==> src/rtl/coin_acceptor.sv <==
// Coin acceptor: synchronizes two raw coin sensors, debounces a single-sensor
// insertion and issues a one-cycle coin code; flags invalid double insertions.
// Latency: coin high DEBOUNCE_CYCLES+2 edges after the first edge that samples
// the sensor high. Backpressure: inhibit blocks new coins and aborts debouncing.
//
// Ports:
//   clk      - single clock, rising edge
//   rstn     - synchronous active-low reset
//   sense_1  - raw 1-unit sensor level (asynchronous)
//   sense_2  - raw 2-unit sensor level (asynchronous)
//   inhibit  - downstream busy, no new coins accepted while high
//   coin     - registered coin code: 00 none, 01 one unit, 10 two units
//   reject   - registered one-cycle pulse on a double-sensor insertion
//   tally    - saturating credited value (only with COIN_TALLY_EN)
//
// Optional feature macro: COIN_TALLY_EN (adds the tally port/accumulator).

module coin_acceptor #(
    parameter int unsigned DEBOUNCE_CYCLES = 4
) (
    input  logic       clk,
    input  logic       rstn,
    input  logic       sense_1,
    input  logic       sense_2,
    input  logic       inhibit,
`ifdef COIN_TALLY_EN
    output logic [7:0] tally,
`endif
    output logic [1:0] coin,
    output logic       reject
);

    typedef enum logic [1:0] {
        IDLE         = 2'd0,
        DEBOUNCE     = 2'd1,
        ISSUE        = 2'd2,
        WAIT_RELEASE = 2'd3
    } state_t;

    localparam logic [7:0] CNT_LAST = 8'(DEBOUNCE_CYCLES - 1);

    state_t     state_q, state_d;
    logic [7:0] cnt_q, cnt_d;
    logic [1:0] cand_q, cand_d;
    logic [1:0] coin_d;
    logic       reject_d;

    // Two-flop synchronizer, bit 0 = sense_1, bit 1 = sense_2.
    logic [1:0] sync1_q, sync2_q;
    logic [1:0] s;

    // Marks when the synchronizer output reflects sensor levels sampled after
    // reset. Without it a sensor held through reset would look released (the
    // flops reset to 0) and the FSM would credit it on the way back to IDLE.
    logic [1:0] sync_vld_q;

    assign s = sync2_q;

    always_ff @(posedge clk) begin
        if (!rstn) begin
            sync1_q    <= 2'b00;
            sync2_q    <= 2'b00;
            sync_vld_q <= 2'b00;
        end else begin
            sync1_q    <= {sense_2, sense_1};
            sync2_q    <= sync1_q;
            sync_vld_q <= {sync_vld_q[0], 1'b1};
        end
    end

    always_ff @(posedge clk) begin
        if (!rstn) begin
            state_q <= WAIT_RELEASE;
            cnt_q   <= 8'd0;
            cand_q  <= 2'b00;
            coin    <= 2'b00;
            reject  <= 1'b0;
        end else begin
            state_q <= state_d;
            cnt_q   <= cnt_d;
            cand_q  <= cand_d;
            coin    <= coin_d;
            reject  <= reject_d;
        end
    end

    // Outputs are computed from the transition being taken and registered, so
    // coin is high exactly while the FSM sits in ISSUE and reject is high for
    // the cycle after the offending transition.
    always_comb begin
        state_d  = state_q;
        cnt_d    = cnt_q;
        cand_d   = cand_q;
        coin_d   = 2'b00;
        reject_d = 1'b0;

        case (state_q)
            IDLE: begin
                if (!inhibit) begin
                    if (s == 2'b11) begin
                        state_d  = WAIT_RELEASE;
                        reject_d = 1'b1;
                    end else if (s != 2'b00) begin
                        state_d = DEBOUNCE;
                        cand_d  = s;
                        cnt_d   = 8'd0;
                    end
                end
            end

            DEBOUNCE: begin
                if (s == 2'b00) begin
                    state_d = IDLE;                 // glitch, discard
                end else if (s == 2'b11) begin
                    state_d  = WAIT_RELEASE;
                    reject_d = 1'b1;
                end else if (inhibit) begin
                    state_d = WAIT_RELEASE;         // coin returned, no credit
                end else if (s == cand_q) begin
                    if (cnt_q == CNT_LAST) begin
                        state_d = ISSUE;
                        coin_d  = cand_q;
                    end else begin
                        cnt_d = cnt_q + 8'd1;
                    end
                end else begin
                    // Sensor swapped mid-debounce: not a clean insertion, so
                    // wait for the slot to clear rather than risk a credit.
                    state_d = WAIT_RELEASE;
                end
            end

            ISSUE: begin
                state_d = WAIT_RELEASE;
            end

            WAIT_RELEASE: begin
                if (sync_vld_q[1] && (s == 2'b00)) begin
                    state_d = IDLE;
                end
            end

            default: begin
                state_d = WAIT_RELEASE;
            end
        endcase
    end

`ifdef COIN_TALLY_EN
    logic [7:0] tally_d;
    logic [8:0] tally_sum;

    always_comb begin
        tally_sum = {1'b0, tally} + {7'b0, cand_q};
        tally_d   = tally;
        if (state_q == ISSUE) begin
            tally_d = tally_sum[8] ? 8'hFF : tally_sum[7:0];
        end
    end

    always_ff @(posedge clk) begin
        if (!rstn) begin
            tally <= 8'd0;
        end else begin
            tally <= tally_d;
        end
    end
`endif

endmodule

==> config.mk <==
export PLATFORM = sky130hd
export DESIGN_NAME = coin_acceptor
export DESIGN_NICKNAME = d
export VERILOG_FILES = /design/src/rtl/coin_acceptor.sv
export SDC_FILE = /design/constraint.sdc
export NUM_CORES = 1
export LEC_CHECK = 0
export ABC_AREA = 1
export CORE_UTILIZATION = 50
export DETAILED_ROUTE_END_ITERATION = 8
export MAX_ROUTING_LAYER = met4
export PLACE_DENSITY = 0.83
export SLEW_MARGIN = 10
export SYNTH_ARGS = -nofsm -noshare
export SYNTH_HDL_FRONTEND = slang
export SYNTH_SLANG_ARGS = --single-unit
==> constraint.sdc <==
create_clock -name clk -period 1.25 [get_ports clk]
set_input_delay 0.3125 -clock clk [delete_from_list [all_inputs] [get_ports clk]]
set_output_delay 0.3125 -clock clk [all_outputs]
set_load 0.02 [all_outputs]
Word level (Yosys, flattened, before mapping)
Cells that the tools add are included.

Multiply operators: 0. Order comparisons: 0. $add $sub $neg: 1. Eq/ne operators: 17. Div/mod/pow operators: 0. Shift operators: 0. Reduce and logical (&&, ||, !) cells: 9. Muxes and demuxes: 24. Bitwise operators: 6.

Operators by type and width (number): $mux 8 (8); $mux 2 (9); $ne 2x2->1 const B (9); $pmux 8 s2 (1); $reduce_and 9->1 (1); $add 8x1->8 const B (1); $eq 8x2->1 const B (1); $pmux 2 s4 (1); $reduce_and 4->1 (2); $reduce_or 7->1 (1); $eq 2x2->1 const B (3); $ne 6x6->1 const B (1); $not 1->1 (6); $logic_not 2->1 (2); $mux 1 (4); $reduce_bool 2->1 (2); $ne 3x3->1 const B (1); $eq 2x1->1 const B (1); $eq 2x2->1 (1); $pmux 1 s2 (1); $logic_and 1x1->1 (1).

Memory bits (writable): 0. Input bits: 5. Bits in latches: 0. ROM bits: 0. Bits in registers: 21. Logic and storage cells: 66. Output and inout port bits: 3. Memories: 0.

Depth between registers and ports, before layout
Word-level depth: 7. Mapped depth: 10. Depth with buffers taken out: 10.

Worst setup path before layout
OpenSTA, ideal clock, no wires.

Path kind: register -> register. Start point: register cnt_q[0]. End point: register cnt_q[0]. Buffers on the path: 0. Data arrival time: 1.244 ns. Cell stages (with the launch flop): 11. Required time: 1.137 ns. Clock period less this slack: 1.358 ns. Setup slack: -0.108 ns. Library setup time: 0.113 ns. Cells stage by stage: dfxtp_1 > ha_1 > nand2_1 > nor2_1 > nand2_1 > nand2_1 > nand2_4 > nand2_4 > clkinv_2 > nor2_1 > nor2_1.

Longest elaborated chain between the ends: 7. Elaborated cells on any way between the ends: 10. Classes of those cells: add/sub: 1; eq/ne: 2; mux: 6; reduce/logical: 1.

RTL lines: from (decl) (RTL line 43) `logic [7:0] cnt_q, cnt_d;`; from (signal assigned) (RTL line 80) `cnt_q <= cnt_d;`; $add 8x1->8 (RTL line 124) `cnt_d = cnt_q + 8'd1;`; $mux 8 (RTL line 120) `if (cnt_q == CNT_LAST) begin`; $mux 8 (RTL line 119) `end else if (s == cand_q) begin`; $mux 8 (RTL line 117) `end else if (inhibit) begin`; $mux 8 (RTL line 114) `end else if (s == 2'b11) begin`; $mux 8 (RTL line 112) `if (s == 2'b00) begin`; $pmux 8 s2 (RTL line 97) `case (state_q)`.

Parallel ways exist; a longest one is shown, timed or not. The select of a mux whose other input is x is not followed. A chain may end at the register's enable or synchronous reset.

Worst setup path after layout
Start point: register cnt_q[1]. End point: register coin[1].

Longest elaborated chain between the ends: 3.

RTL lines: $eq 8x2->1 (RTL line 120); $not 1->1 (no line); $reduce_or 7->1 (no line); to (signal assigned) (RTL line 82) `coin <= coin_d;`; to (decl) (RTL line 29) `output logic [1:0] coin,`.

Every way passes these cells.

==> impl_metrics.toml <==
[sta]
fmax_ghz = 0.709
grt_setup_unrepaired = "yes"
hold_violations = 0
setup_slack_ps = -160
period_minus_slack_ps = 1410
relSlewSlack_pct = 78.2
setup_viol = 11
slew_viol_final = 0
tightest_slew_ps = 319
finClkSkew_ps = 0.665
min_period_over_period_pct = 113

[routing]
vias_per_cell = 5.00
dr.pass1.iters = 4
remaining_drc_errors = 0
ant_nets = 0
vias = 1061
routed_wl_mm = 2.34
wl_per_cell_um = 11.0
drt_iter0_drc = 35

[setup_path]
cp.buffers_inverters = 1
cp_max_fo = 3
cp-start-kind = "register"
max_stage_delay_ps = 370
r2r_cells = 8
worst-path-stages = 8
path_delay_family = "simple AND/OR/NAND/NOR gates"
worstPathArrival_ps = 1650
critical-path-slowest-cell = "dfxtp_2"
required_ps = 1480
cp_cell_sequence = "ha_4 > nand2_2 > nor2_2 > nand2_2 > buf_4 > nor3_2 > nand3_1 > nor2_1"
crit_path_end_kind = "register"
cp_common_cell = "nand2_2"
path_class = "register to register"

[finish]
final_common_cell = "nand2_1"
final_cell_mix = "nand2_1, inv_1, nor2_1"
drive_gt1_share_pct = 33.5
stdcell_area_um2 = 1410
num-fill-cells = 172
final_util_pct = 70.4
antennaDiodeCount = 0
syn2layout_area_growth_pct = 29.2
finalNetCount = 192

[synth]
yosysTopAreaCell = "dfxtp_1"
syn-num-nets = 165
ys_warn_count = 0
synth_cells = 159
yosysSeqAreaShare_pct = 38.5
synth_top_area_share_pct = 38.5
ys_seq_elements = 21
synth_cell_types = 24
netlist_area_um2 = 1090
netlist_top_cells_area = "dfxtp_1, nand2_1, nor2_1"
avgSynthCellArea_um2 = 6.86

[clock_network]
cts_root_buf = "clkbuf_4"
tritoncts.num_buffers = 3
clkLatencyLatePin_ps = 310
ctsLongestPathBuffers = 2
cts_hold_buffers = 0
cts_tree = "yes"
cts_sinks = 21
clkTransAtPathRegs_ps = 110
h-tree-depth = 1

[run_status]
violations = "setup timing"
status = "complete, but fails checks"

[worst_hold_path]
min_path_cells = 2
hp-class = "input port to register"

[power]
vdd.ir_drop.worst_mv = 1.28
finalPower_uw = 1900
pwr_density_cell_nw_per_um2 = 1350
p_leak_uw = 0.000593

[floorplanning]
design.core.area_um2 = 2000
start_util_pct = 54.5
rows = 16
die-width_um = 48.7
die_area_um2 = 2370
die-height_um = 48.7
io_pins = 8

[global_routing]
grt_start_max_net_pins = 13
grt_pass1_vias = 1038
grt_use_total_pct = 22.6
globalRoute.totalOverflow = 0
antenna_found_initial = 0
grt_pass1_wl_mm = 4.08

[placement]
place_hpwl_mm = 1.72
place_ws_ps = -390
gp_congestion = 0.889
placed_area_um2 = 1290
io_buffers = 7

[job]
maxCapViolations = 0
what timing repair did:
item | in CTS | in global routing
pin swaps | 13 | 10
gates cloned | 1 | 0
endpoints found under the setup margin | 15 | 14
gates resized for setup | 18 | 14
buffers inserted | 1 | 2
worst reg2reg max path: stages (launching register included):
cell,delay (ps)
dfxtp_2,370
ha_4,150
nand2_2,50
nor2_2,100
nand2_2,90
buf_4,150
nor3_2,120
nand3_1,130
nor2_1,180
metrics by stage:
stage,std cells,TNS (ps),hold slack [ps]
after floorplan,159,0,340
after global placement,204,-3590,393
after detailed placement,204,-4430,396
after CTS,210,-472,421
after global routing,212,-1610,286
final,212,-530,267
routing by layer:
layer | track usage, % | up-vias | share of wire, %
met5 | - | - | 0
met4 | 8.82 | 0 | 2.6
met3 | 1.89 | 7 | 3.3
met2 | 42.8 | 27 | 53
met1 | 24.0 | 479 | 41
li1 | - | 548 | -
final timing paths:
kind	startpoint	end	slack, ps
worst max register to register	cnt_q[1]	coin[1]	-160
worst max-delay path	cnt_q[1]	coin[1]	-160
worst min-delay path	inhibit	reject	270
worst min register to register	sync1_q[1]	s[1]	420
flip-flops by register name, summed over array words and instances (netlist names):
register / cells
cnt_q: 8
cand_q: 2
reject: 1
sync_vld_q: 2
coin: 2
sync1_q: 2
state_q: 2
s: 2
cell type report:
class | count | area, um2 | area share, %
clock inverter | 1 | 5.00 | 0.355
tap | 27 | 33.8 | 2.40
inverter | 22 | 87.6 | 6.21
clock buffer | 3 | 22.5 | 1.60
multi-input combinational | 115 | 641 | 45.4
sequential | 21 | 433 | 30.7
timing repair buffer | 23 | 188 | 13.3
logic make-up after synthesis:
kind of cell               synth area share [%]
and+or+nand+nor                            42.7
adders and majority gates                  1.15
xor gates and xnor gates                  0.803
DFF                                        38.5
buffers and inverters                      9.06
AOI/OAI and AO/OA                          7.80
Yosys cell counts (all sizes together):
cell type / instances
clkinv: 2
dfxtp: 21
xor2: 1
a21oi: 8
o21ai: 4
inv: 20
nor2: 27
clkbuf: 1
nand2: 51
o221ai: 1
a2111oi: 1
nand3: 16
nor3b: 2
nor3: 1
o21bai: 1
buf: 1
ha: 1
report_power, final:
group	leakage, uW	internal [uW]	switching, uW
combinational	0.000401	302	458
clock	0.0000177	120	210
sequential	0.000175	736	71.4
(Power assumes the default switching activity.)
